## src/rtl/lcd_reader.sv

```systemverilog
// Read engine for the 4-bit HD44780 bus: one RW=1 byte read as two E pulses,
// high nibble first, with an optional busy-flag poll loop on RS=0 reads.
`timescale 1ns/1ps
module lcd_reader #(
    parameter int FREQ      = 50000000,
    parameter int SETUP_CYC = FREQ / 1000000 * 1,
    parameter int EHIGH_CYC = FREQ / 1000000 * 3,
    parameter int ELOW_CYC  = FREQ / 1000000 * 1,
    parameter int MAX_POLLS = 255
) (
    input  logic       CLK,
    input  logic       RESET,
    input  logic       readStart,
    input  logic       read_rs,
    input  logic       pollBusy,
    input  logic [3:0] LCD_D_IN,
    output logic       LCD_E,
    output logic       LCD_RS,
    output logic       LCD_RW,
    output logic       bus_release,
    output logic [7:0] readData,
    output logic       readDone,
    output logic       timeout,
    output logic       ready
);

    localparam int MAX_CYC = (SETUP_CYC > EHIGH_CYC) ?
                             ((SETUP_CYC > ELOW_CYC) ? SETUP_CYC : ELOW_CYC) :
                             ((EHIGH_CYC > ELOW_CYC) ? EHIGH_CYC : ELOW_CYC);
    localparam int TW = (MAX_CYC > 1) ? $clog2(MAX_CYC) : 1;

    typedef enum logic [2:0] {
        IDLE, SETUP, EH_HI, EL_HI, EH_LO, EL_LO, CHECK, DONE
    } state_t;

    state_t        state_reg, state_next;
    logic [TW-1:0] timer_reg, timer_next;
    logic [TW-1:0] span_last;
    logic          timer_last;
    logic [7:0]    poll_cnt_reg, poll_cnt_next;
    logic          rs_lat_reg, rs_lat_next;
    logic          poll_lat_reg, poll_lat_next;
    logic [7:0]    data_next;
    logic          timeout_next;
    logic          poll_more;
    logic          rw_next;

    always_comb begin
        span_last = '0;
        case (state_reg)
            SETUP:        span_last = TW'(SETUP_CYC - 1);
            EH_HI, EH_LO: span_last = TW'(EHIGH_CYC - 1);
            EL_HI, EL_LO: span_last = TW'(ELOW_CYC - 1);
            default:      span_last = '0;
        endcase
        timer_last = (timer_reg == span_last);
    end

    // A repeat poll is decided at the end of EL_LO so back-to-back reads are
    // exactly two E periods apart; CHECK only handles the final byte.
    assign poll_more = poll_lat_reg && readData[7] &&
                       (({24'd0, poll_cnt_reg} + 32'd1) < 32'(MAX_POLLS));

    always_comb begin
        state_next    = state_reg;
        rs_lat_next   = rs_lat_reg;
        poll_lat_next = poll_lat_reg;
        poll_cnt_next = poll_cnt_reg;
        data_next     = readData;
        timeout_next  = timeout;
        case (state_reg)
            IDLE: begin
                if (readStart) begin
                    state_next    = SETUP;
                    rs_lat_next   = read_rs;
                    poll_lat_next = pollBusy & ~read_rs;
                    poll_cnt_next = 8'd0;
                    timeout_next  = 1'b0;
                end
            end
            SETUP: if (timer_last) state_next = EH_HI;
            EH_HI: begin
                if (timer_last) begin
                    data_next[7:4] = LCD_D_IN;
                    state_next     = EL_HI;
                end
            end
            EL_HI: if (timer_last) state_next = EH_LO;
            EH_LO: begin
                if (timer_last) begin
                    data_next[3:0] = LCD_D_IN;
                    state_next     = EL_LO;
                end
            end
            EL_LO: begin
                if (timer_last) begin
                    if (poll_more) begin
                        poll_cnt_next = poll_cnt_reg + 8'd1;
                        state_next    = EH_HI;
                    end else begin
                        state_next = CHECK;
                    end
                end
            end
            CHECK: begin
                if (poll_lat_reg && readData[7]) timeout_next = 1'b1;
                state_next = DONE;
            end
            DONE:    state_next = IDLE;
            default: state_next = IDLE;
        endcase

        if (state_next != state_reg || state_reg == IDLE) timer_next = '0;
        else                                               timer_next = timer_reg + TW'(1);

        rw_next = (state_next inside {SETUP, EH_HI, EL_HI, EH_LO, EL_LO, CHECK});
    end

    // Outputs are registered from the next state so they align with it.
    always_ff @(posedge CLK) begin
        if (RESET) begin
            state_reg    <= IDLE;
            timer_reg    <= '0;
            poll_cnt_reg <= 8'd0;
            rs_lat_reg   <= 1'b0;
            poll_lat_reg <= 1'b0;
            LCD_E        <= 1'b0;
            LCD_RS       <= 1'b0;
            LCD_RW       <= 1'b0;
            bus_release  <= 1'b0;
            readData     <= 8'd0;
            readDone     <= 1'b0;
            timeout      <= 1'b0;
            ready        <= 1'b1;
        end else begin
            state_reg    <= state_next;
            timer_reg    <= timer_next;
            poll_cnt_reg <= poll_cnt_next;
            rs_lat_reg   <= rs_lat_next;
            poll_lat_reg <= poll_lat_next;
            LCD_E        <= (state_next == EH_HI) || (state_next == EH_LO);
            LCD_RS       <= rw_next & rs_lat_next;
            LCD_RW       <= rw_next;
            bus_release  <= rw_next;
            readData     <= data_next;
            readDone     <= (state_next == DONE);
            timeout      <= timeout_next;
            ready        <= (state_next == IDLE);
        end
    end

endmodule
```

## config.mk

```make
export PLATFORM = sky130hd
export DESIGN_NAME = lcd_reader
export DESIGN_NICKNAME = d
export VERILOG_FILES = /design/src/rtl/lcd_reader.sv
export SDC_FILE = /design/constraint.sdc
export NUM_CORES = 1
export LEC_CHECK = 0
export CAP_MARGIN = 10
export CORE_MARGIN = 10
export CORE_UTILIZATION = 39
export DETAILED_ROUTE_END_ITERATION = 6
export PLACE_DENSITY = 0.72
export SKIP_CTS_REPAIR_TIMING = 1
export SLEW_MARGIN = 20
export SYNTH_ARGS = -nofsm -noshare
export SYNTH_HDL_FRONTEND = slang
export SYNTH_SLANG_ARGS = --single-unit
```

## constraint.sdc

```tcl
create_clock -name CLK -period 3.6 [get_ports CLK]
set_input_delay 0.36 -clock CLK [delete_from_list [all_inputs] [get_ports CLK]]
set_output_delay 0.36 -clock CLK [all_outputs]
set_load 0.05 [all_outputs]
```

==> impl_summary.txt, run 1 <==
----------------------------------------------------
[Power and ir drop]
  Static power due to leakage ... 0.827 nW
  IR Drop Worst-Case VDD ... between 200 and 300 uV
  Areal power density over the cells ... 364 nW/um^2

[STA]
  Number of slew-limit violations in the final report ... 0
  RSZ-0062 raised after global routing ... false
  Final total negative setup slack ... 0 ns
  Final hold violations ... 0
  Measured slew at the worst slew-check pin ... 0.839 ns
  Worst-case clock skew ... between 0.007 and 0.008 ns
  Achievable clock frequency ... 422 MHz
  Number of setup violations in the final report ... 0
  Final critical-path share of the clock period ... 65.8%
  Worst slew slack as a fraction of its limit ... 43.5%
  Period minus WS final ... 2.37 ns

[Layout]
  Number of nets at the end of the flow ... 233
  Most common cell after layout, fill and taps aside ... sky130_fd_sc_hd__dfxtp_1
  Ant diodes ... 0
  Growth of design area from synthesis to finish ... 20.5%
  Share of layout cells above drive strength 1 ... approximately 7.6%
  Final instance count without filler cells ... 275
  Highest-count cells in the layout ignoring fill and taps ... sky130_fd_sc_hd__dfxtp_1 (35), sky130_fd_sc_hd__nor2_1 (32), sky130_fd_sc_hd__clkdlybuf4s50_1 (23)

[Run]
  Max-cap viol count ... 0

[Synth]
  Net count after synthesis ... 213
  Most area-consuming cells after synthesis ... sky130_fd_sc_hd__dfxtp_1 (41%), sky130_fd_sc_hd__nor2_1 (7.0%), sky130_fd_sc_hd__mux2i_1 (5.8%), sky130_fd_sc_hd__nand3_1 (3.8%), sky130_fd_sc_hd__a21oi_1 (2.9%)
  Total standard cell area after synthesis ... 1720 sq um
  Number of enable-type register cells in the synthesized netlist ... 0
  Gate count after technology mapping ... 202
  Cell type with the highest aggregate area in the netlist ... sky130_fd_sc_hd__dfxtp_1
  Post-synthesis average cell area ... 8.51 sq um
  Number of synthesis warnings ... 0
  Seq cells post-synth ... 35
  Sequential fraction of the synthesis area ... around two fifths
  Dominant register cell in the synthesized netlist ... sky130_fd_sc_hd__dfxtp_1
  Post-synth ARST share ... 0%
  Top-area cell type share of the netlist area ... 40.8%
  Number of distinct library cell variants in the gate-level netlist after synthesis ... 48

[Clock tree]
  Clock tree from TritonCTS ... done
  Number of buffers added by the clock tree synthesis step ... 5
  Clk_lat worst skew ... 0.29 ns
  Maximum buffer depth of the clock tree ... 2
  Clock net sink count ... 35
  Post-CTS clock slew at the launch and capture registers of the worst setup and hold paths ... 0.07 ns
  Library cell used as clock root buffer ... sky130_fd_sc_hd__clkbuf_8
  Htree depth ... 2

[Routing]
  Post-route antenna net violation count ... 0
  Via-to-Cell Ratio ... 5.41
  Number of detailed-routing iterations run before antenna repair ... 4
  Routed wirelength normalized by instance count ... 13.5 microns
  Number of remaining DRC errors ... 0
  Starting DRC count in detailed routing ... between 70 and 80
  Overall routed net length ... 3.71 mm
  Count of vias placed by the detailed router ... between 1000 and 1500

[Critical path]
  Worst flop-to-flop path endpoint ... poll_cnt_reg[5]$_SDFFE_PP0P_
  Signal arrival time at the worst endpoint ... 2.53 ns
  R2R setup slack ... 1.23 ns
  Sort of element at the end of the critical path ... flip-flop
  Critical path data required time ... 3.76 ns
  Number of cells on the worst reg-to-reg path ... 6
  Largest fanout of any net on the critical path ... 17
  Startpoint type of the worst setup path ... flip-flop
  Worst flop-to-flop path startpoint ... state_reg[2]$_SDFF_PP0_
  Critical path start-end classification ... flip-flop to flip-flop

[Die]
  Die boundary width ... 86.4 microns
  Area of the placeable core ... between 4000 and 5000 sq um
  I/O pins ... 24
  Effective utilization at floorplan ... 39.8%
  Area enclosed by the die boundary ... roughly 7500 sq um
  Die span in y ... 86.4 microns
  Row cnt ... 24

[Run status]
  Result of the run ... finished, final reports clean

[Global route]
  Overall overflow remaining after global route ... 0
  Wire length of the first global-routing pass ... roughly 6.5 mm
  Largest net degree at the start of global routing ... 26
  Aggregate global-route resource usage ... 10.6%
  Via count of the first global-routing pass ... 1445
  Number of antenna violations at the first check in global routing ... 0

[Placed design]
  Detailed-placement wirelength estimate ... 2.67 mm
  Number of buffer cells added on primary ports ... 23
  Number of instances in the placed design ... ~270
  Global placement routability congestion ... 0.776

[Worst hold path]
  Capture endpoint of the worst hold path ... poll_cnt_reg[7]$_SDFFE_PP0P_
  Number of stages on the worst hold path ... 1
  Class of the tightest hold or removal check ... flip-flop to flip-flop
  Worst Min Path Start ... poll_cnt_reg[7]$_SDFFE_PP0P_

----------------------------------------------------
-- through the flow --
step           total power [mW]  worst slack [ns]  hold WS (ns)  cell area (sq um)  util (%)
4_1_cts                   0.766              1.22         0.481               2070      47.9
3_3_place_gp              0.461              1.18         0.474               1970      45.6
5_1_grt                   0.787             0.920         0.514               2070      47.9
6_report                  0.755              1.23         0.481               2070      47.9
2_1_floorplan             0.440              1.61         0.438               1720         -
3_5_place_dp              0.461              1.13         0.463               1970      45.6
-- metal layers --
metal	GRT usage [%]	routed length (microns)	vias up
met5	0	0	-
met4	4.42	38	0
met3	5.35	301	5
met2	16.4	1680	25
met1	12.1	1700	694
li1	-	-	765
-- cells by family after synthesis --
family | after synthesis | share of synthesized area, %
compound gates | 36 | 14.6
xor+xnor | 7 | 3.57
fa+ha+maj | 2 | 1.46
buf+inv | 18 | 4.37
flops | 35 | 40.8
mux | 10 | 5.82
simple gates | 94 | 29.4
-- cell usage after synthesis, types with 2 or more instances --
library cell	n
sky130_fd_sc_hd__dfxtp_1	35
sky130_fd_sc_hd__nor2_1	32
sky130_fd_sc_hd__nand3_1	13
sky130_fd_sc_hd__nand2_1	12
sky130_fd_sc_hd__a21oi_1	10
sky130_fd_sc_hd__mux2i_1	10
sky130_fd_sc_hd__clkbuf_1	7
sky130_fd_sc_hd__inv_1	7
sky130_fd_sc_hd__nor3_1	6
sky130_fd_sc_hd__a31oi_1	5
sky130_fd_sc_hd__and3_1	5
sky130_fd_sc_hd__o21ai_0	5
sky130_fd_sc_hd__nand3b_1	4
sky130_fd_sc_hd__xor2_1	4
sky130_fd_sc_hd__and2_1	3
sky130_fd_sc_hd__nor4_1	3
sky130_fd_sc_hd__o211a_1	3
sky130_fd_sc_hd__or3_1	3
sky130_fd_sc_hd__xnor2_1	3
sky130_fd_sc_hd__buf_2	2
sky130_fd_sc_hd__ha_1	2
sky130_fd_sc_hd__o221ai_1	2
-- cell type report --
class                      instances  area [sq um]
clock buffer                       6          82.6
clock inverter                     2          16.3
fill                             456          2250
inverter                           7          26.3
multi-input combinational        149           943
sequential                        35           701
tap                               52          65.1
timing repair buffer              24           238
-- critical path, cell delays in order (launching register included) --
cell                      delay, ns
sky130_fd_sc_hd__dfxtp_1       0.64
sky130_fd_sc_hd__nor2_1        0.14
sky130_fd_sc_hd__o31a_1        0.31
sky130_fd_sc_hd__nor4_4        0.38
sky130_fd_sc_hd__or4b_4        0.54
sky130_fd_sc_hd__nand2_2       0.15
sky130_fd_sc_hd__a31oi_1       0.09
-- worst max path at each step --
stage                                            start                      endpoint  cells after the start
after floorplan           poll_cnt_reg[0]$_SDFFE_PP0P_  poll_cnt_reg[4]$_SDFFE_PP0P_                      7
after global placement                           RESET  poll_cnt_reg[6]$_SDFFE_PP0P_                      7
after detailed placement                         RESET  poll_cnt_reg[6]$_SDFFE_PP0P_                      7
after CTS                      state_reg[2]$_SDFF_PP0_  poll_cnt_reg[5]$_SDFFE_PP0P_                      6
after global routing           state_reg[2]$_SDFF_PP0_  poll_cnt_reg[6]$_SDFFE_PP0P_                      6
final                          state_reg[2]$_SDFF_PP0_  poll_cnt_reg[5]$_SDFFE_PP0P_                      6
-- power by group --
group	leakage, nW	internal (mW)	switching (mW)	total (mW)
Clock	0.0474	0.156	0.147	0.303
Sequential	0.283	0.391	0.00544	0.397
Combinational	0.496	0.0233	0.0315	0.0548
Total	0.827	0.571	0.184	0.755
(Power assumes the default switching activity.)
==> inputs of run 2 (changes only) <==
==> constraint.sdc (replaced) <==
create_clock -name CLK -period 2.45 [get_ports CLK]
set_input_delay 0.245 -clock CLK [delete_from_list [all_inputs] [get_ports CLK]]
set_output_delay 0.245 -clock CLK [all_outputs]
set_load 0.05 [all_outputs]
==> run 2 against run 1 <==
Sequential share of layout area decreased by 1.0 points. Critical path depth decreased by 1. Clock skew increased by 0.0011 ns. Clock power increased by 76%. Largest cell class unchanged. Highest routed layer unchanged.
==> impl_summary.txt, run 2 (synthesis results as in run 1) <==
----------------------------------------------------
[Global route]
  Overall overflow remaining after global route ... 0
  Number of antenna violations at the first check in global routing ... 0
  Aggregate global-route resource usage ... between 10 and 15%
  Wire length of the first global-routing pass ... 6.35 mm
  Via count of the first global-routing pass ... 1390
  Largest net degree at the start of global routing ... 25

[Placed design]
  Global placement routability congestion ... 0.843
  Placed inst area ... about 2000 sq um
  Detailed-placement wirelength estimate ... 2.68 mm
  Number of instances in the placed design ... 272
  Number of buffer cells added on primary ports ... 23

[STA]
  Measured slew at the worst slew-check pin ... 0.648 ns
  Final hold violations ... 0
  Final critical-path share of the clock period ... 89.0%
  RSZ-0062 raised after global routing ... false
  Number of slew-limit violations in the final report ... 0
  Worst-case clock skew ... 0.00880 ns
  Worst slew slack as a fraction of its limit ... 56.4%
  Number of setup violations in the final report ... 0
  Final total negative setup slack ... 0 ns
  Period minus WS final ... 2.18 ns
  Achievable clock frequency ... 459 MHz

[Power and ir drop]
  Static power due to leakage ... 0.875 nW
  IR Drop Worst-Case VDD ... roughly 290 uV
  Areal power density over the cells ... 561 nW/um^2

[Layout]
  Number of nets at the end of the flow ... 238
  Most common cell after layout, fill and taps aside ... sky130_fd_sc_hd__dfxtp_1
  Ant diodes ... 0
  Share of layout cells above drive strength 1 ... 9.65%
  Fillers ... 429
  Final instance count without filler cells ... 280
  Growth of design area from synthesis to finish ... 24.3%
  Post-layout instance area ... 2140 sq um
  Highest-count cells in the layout ignoring fill and taps ... sky130_fd_sc_hd__dfxtp_1 (35), sky130_fd_sc_hd__nor2_1 (32), sky130_fd_sc_hd__clkdlybuf4s50_1 (23)

[Routing]
  Overall routed net length ... 3.69 mm
  Routed wirelength normalized by instance count ... 13.2 microns
  Count of vias placed by the detailed router ... approximately 1500
  Post-route antenna net violation count ... 0
  Via-to-Cell Ratio ... about 5.3
  Number of remaining DRC errors ... 0
  Starting DRC count in detailed routing ... 119
  Number of detailed-routing iterations run before antenna repair ... 4

[Critical path]
  Worst flop-to-flop path startpoint ... state_reg[0]$_SDFF_PP0_
  Signal arrival time at the worst endpoint ... 2.33 ns
  R2R setup slack ... about 0.27 ns
  CP Cell Sequence ... o221ai_1 > nor4_4 > or4b_4 > nand2_2 > a31oi_1
  Startpoint type of the worst setup path ... flip-flop
  Bufs and invs on worst path ... 0
  Sort of element at the end of the critical path ... flip-flop
  Worst flop-to-flop path endpoint ... poll_cnt_reg[4]$_SDFFE_PP0P_
  Critical path start-end classification ... flip-flop to flip-flop
  Largest fanout of any net on the critical path ... 10
  Cell with the biggest individual delay on the critical path ... sky130_fd_sc_hd__or4b_4
  Kind of cell adding the most delay to the critical path ... simple AND/OR/NAND/NOR gates
  Critical path data required time ... ~2.6 ns
  Largest incremental delay on the critical path ... 0.55 ns
  Number of cells on the worst reg-to-reg path ... 5

[Die]
  Die span in y ... 86.4 microns
  Row cnt ... 24
  Area of the placeable core ... 4320 sq um
  I/O pins ... 24
  Effective utilization at floorplan ... 39.8%
  Area enclosed by the die boundary ... 7460 sq um
  Die boundary width ... 86.4 microns

[Clock tree]
  Number of buffers added by the clock tree synthesis step ... 5
  Clock net sink count ... 35
  Library cell used as clock root buffer ... sky130_fd_sc_hd__clkbuf_8
  Clk_lat worst skew ... roughly 0.28 ns
  Maximum buffer depth of the clock tree ... 2
  Post-CTS clock slew at the launch and capture registers of the worst setup and hold paths ... 0.07 ns
  Clock tree from TritonCTS ... done
  Htree depth ... 2

[Run status]
  Result of the run ... finished, final reports clean

[Worst hold path]
  Class of the tightest hold or removal check ... flip-flop to flip-flop
  Capture endpoint of the worst hold path ... poll_cnt_reg[7]$_SDFFE_PP0P_
  Number of stages on the worst hold path ... 1
  Worst Min Path Start ... poll_cnt_reg[7]$_SDFFE_PP0P_

[Run]
  Max-cap viol count ... 0

----------------------------------------------------
run 2: cell count changes in the layout (fill, tap and decap cells not counted):
cell	before	now
sky130_fd_sc_hd__buf_4	1	6
sky130_fd_sc_hd__bufinv_16	0	1
sky130_fd_sc_hd__clkinv_2	0	1
sky130_fd_sc_hd__clkinv_4	1	0
sky130_fd_sc_hd__clkinvlp_4	1	0
sky130_fd_sc_hd__nor4b_2	1	0
sky130_fd_sc_hd__nor4b_4	0	1
run 2: through the flow:
step           power (mW)  utilization, %  setup WS [ns]  hold WS, ns
4_1_cts              1.21            49.2          0.233        0.470
3_5_place_dp        0.679            46.5          0.256        0.456
5_1_grt              1.24            49.4         0.0662        0.525
3_3_place_gp        0.679            46.5          0.288        0.453
2_1_floorplan       0.646               -          0.457        0.389
6_report             1.20            49.4          0.270        0.470
run 2: where the power goes:
group	leakage [nW]	total, mW	switching (mW)	internal (mW)
sequential	0.283	0.582	0.00632	0.575
clock	0.0612	0.533	0.204	0.329
combinational	0.530	0.0839	0.0480	0.0359
run 2: worst max-delay path by stage:
stage / from / endpoint / slack, ns / cells after the start
after floorplan: poll_cnt_reg[0]$_SDFFE_PP0P_ / poll_cnt_reg[4]$_SDFFE_PP0P_ / 0.46 / 7
after global placement: state_reg[0]$_SDFF_PP0_ / poll_cnt_reg[4]$_SDFFE_PP0P_ / 0.29 / 5
after detailed placement: poll_cnt_reg[0]$_SDFFE_PP0P_ / poll_cnt_reg[6]$_SDFFE_PP0P_ / 0.26 / 7
after CTS: poll_cnt_reg[0]$_SDFFE_PP0P_ / poll_cnt_reg[6]$_SDFFE_PP0P_ / 0.23 / 7
after global routing: timer_reg[5]$_SDFF_PP0_ / LCD_E$_SDFF_PP0_ / 0.07 / 6
final: state_reg[0]$_SDFF_PP0_ / poll_cnt_reg[4]$_SDFFE_PP0P_ / 0.27 / 5
run 2: cell type report:
class | instances | area, sq um | share of cell area, %
clock inverter | 2 | 35.0 | 1.64
sequential | 35 | 701 | 32.8
tap | 52 | 65.1 | 3.04
timing repair buffer | 29 | 275 | 12.9
inverter | 7 | 26.3 | 1.23
multi-input combinational | 149 | 952 | 44.6
clock buffer | 6 | 82.6 | 3.86
run 2: metal layers:
metal  global-route usage [%]  share of wire (%)
met1                     12.5                 45
met5                        0                  0
met4                     4.86                1.4
met3                     5.07                9.0
met2                     15.0                 44
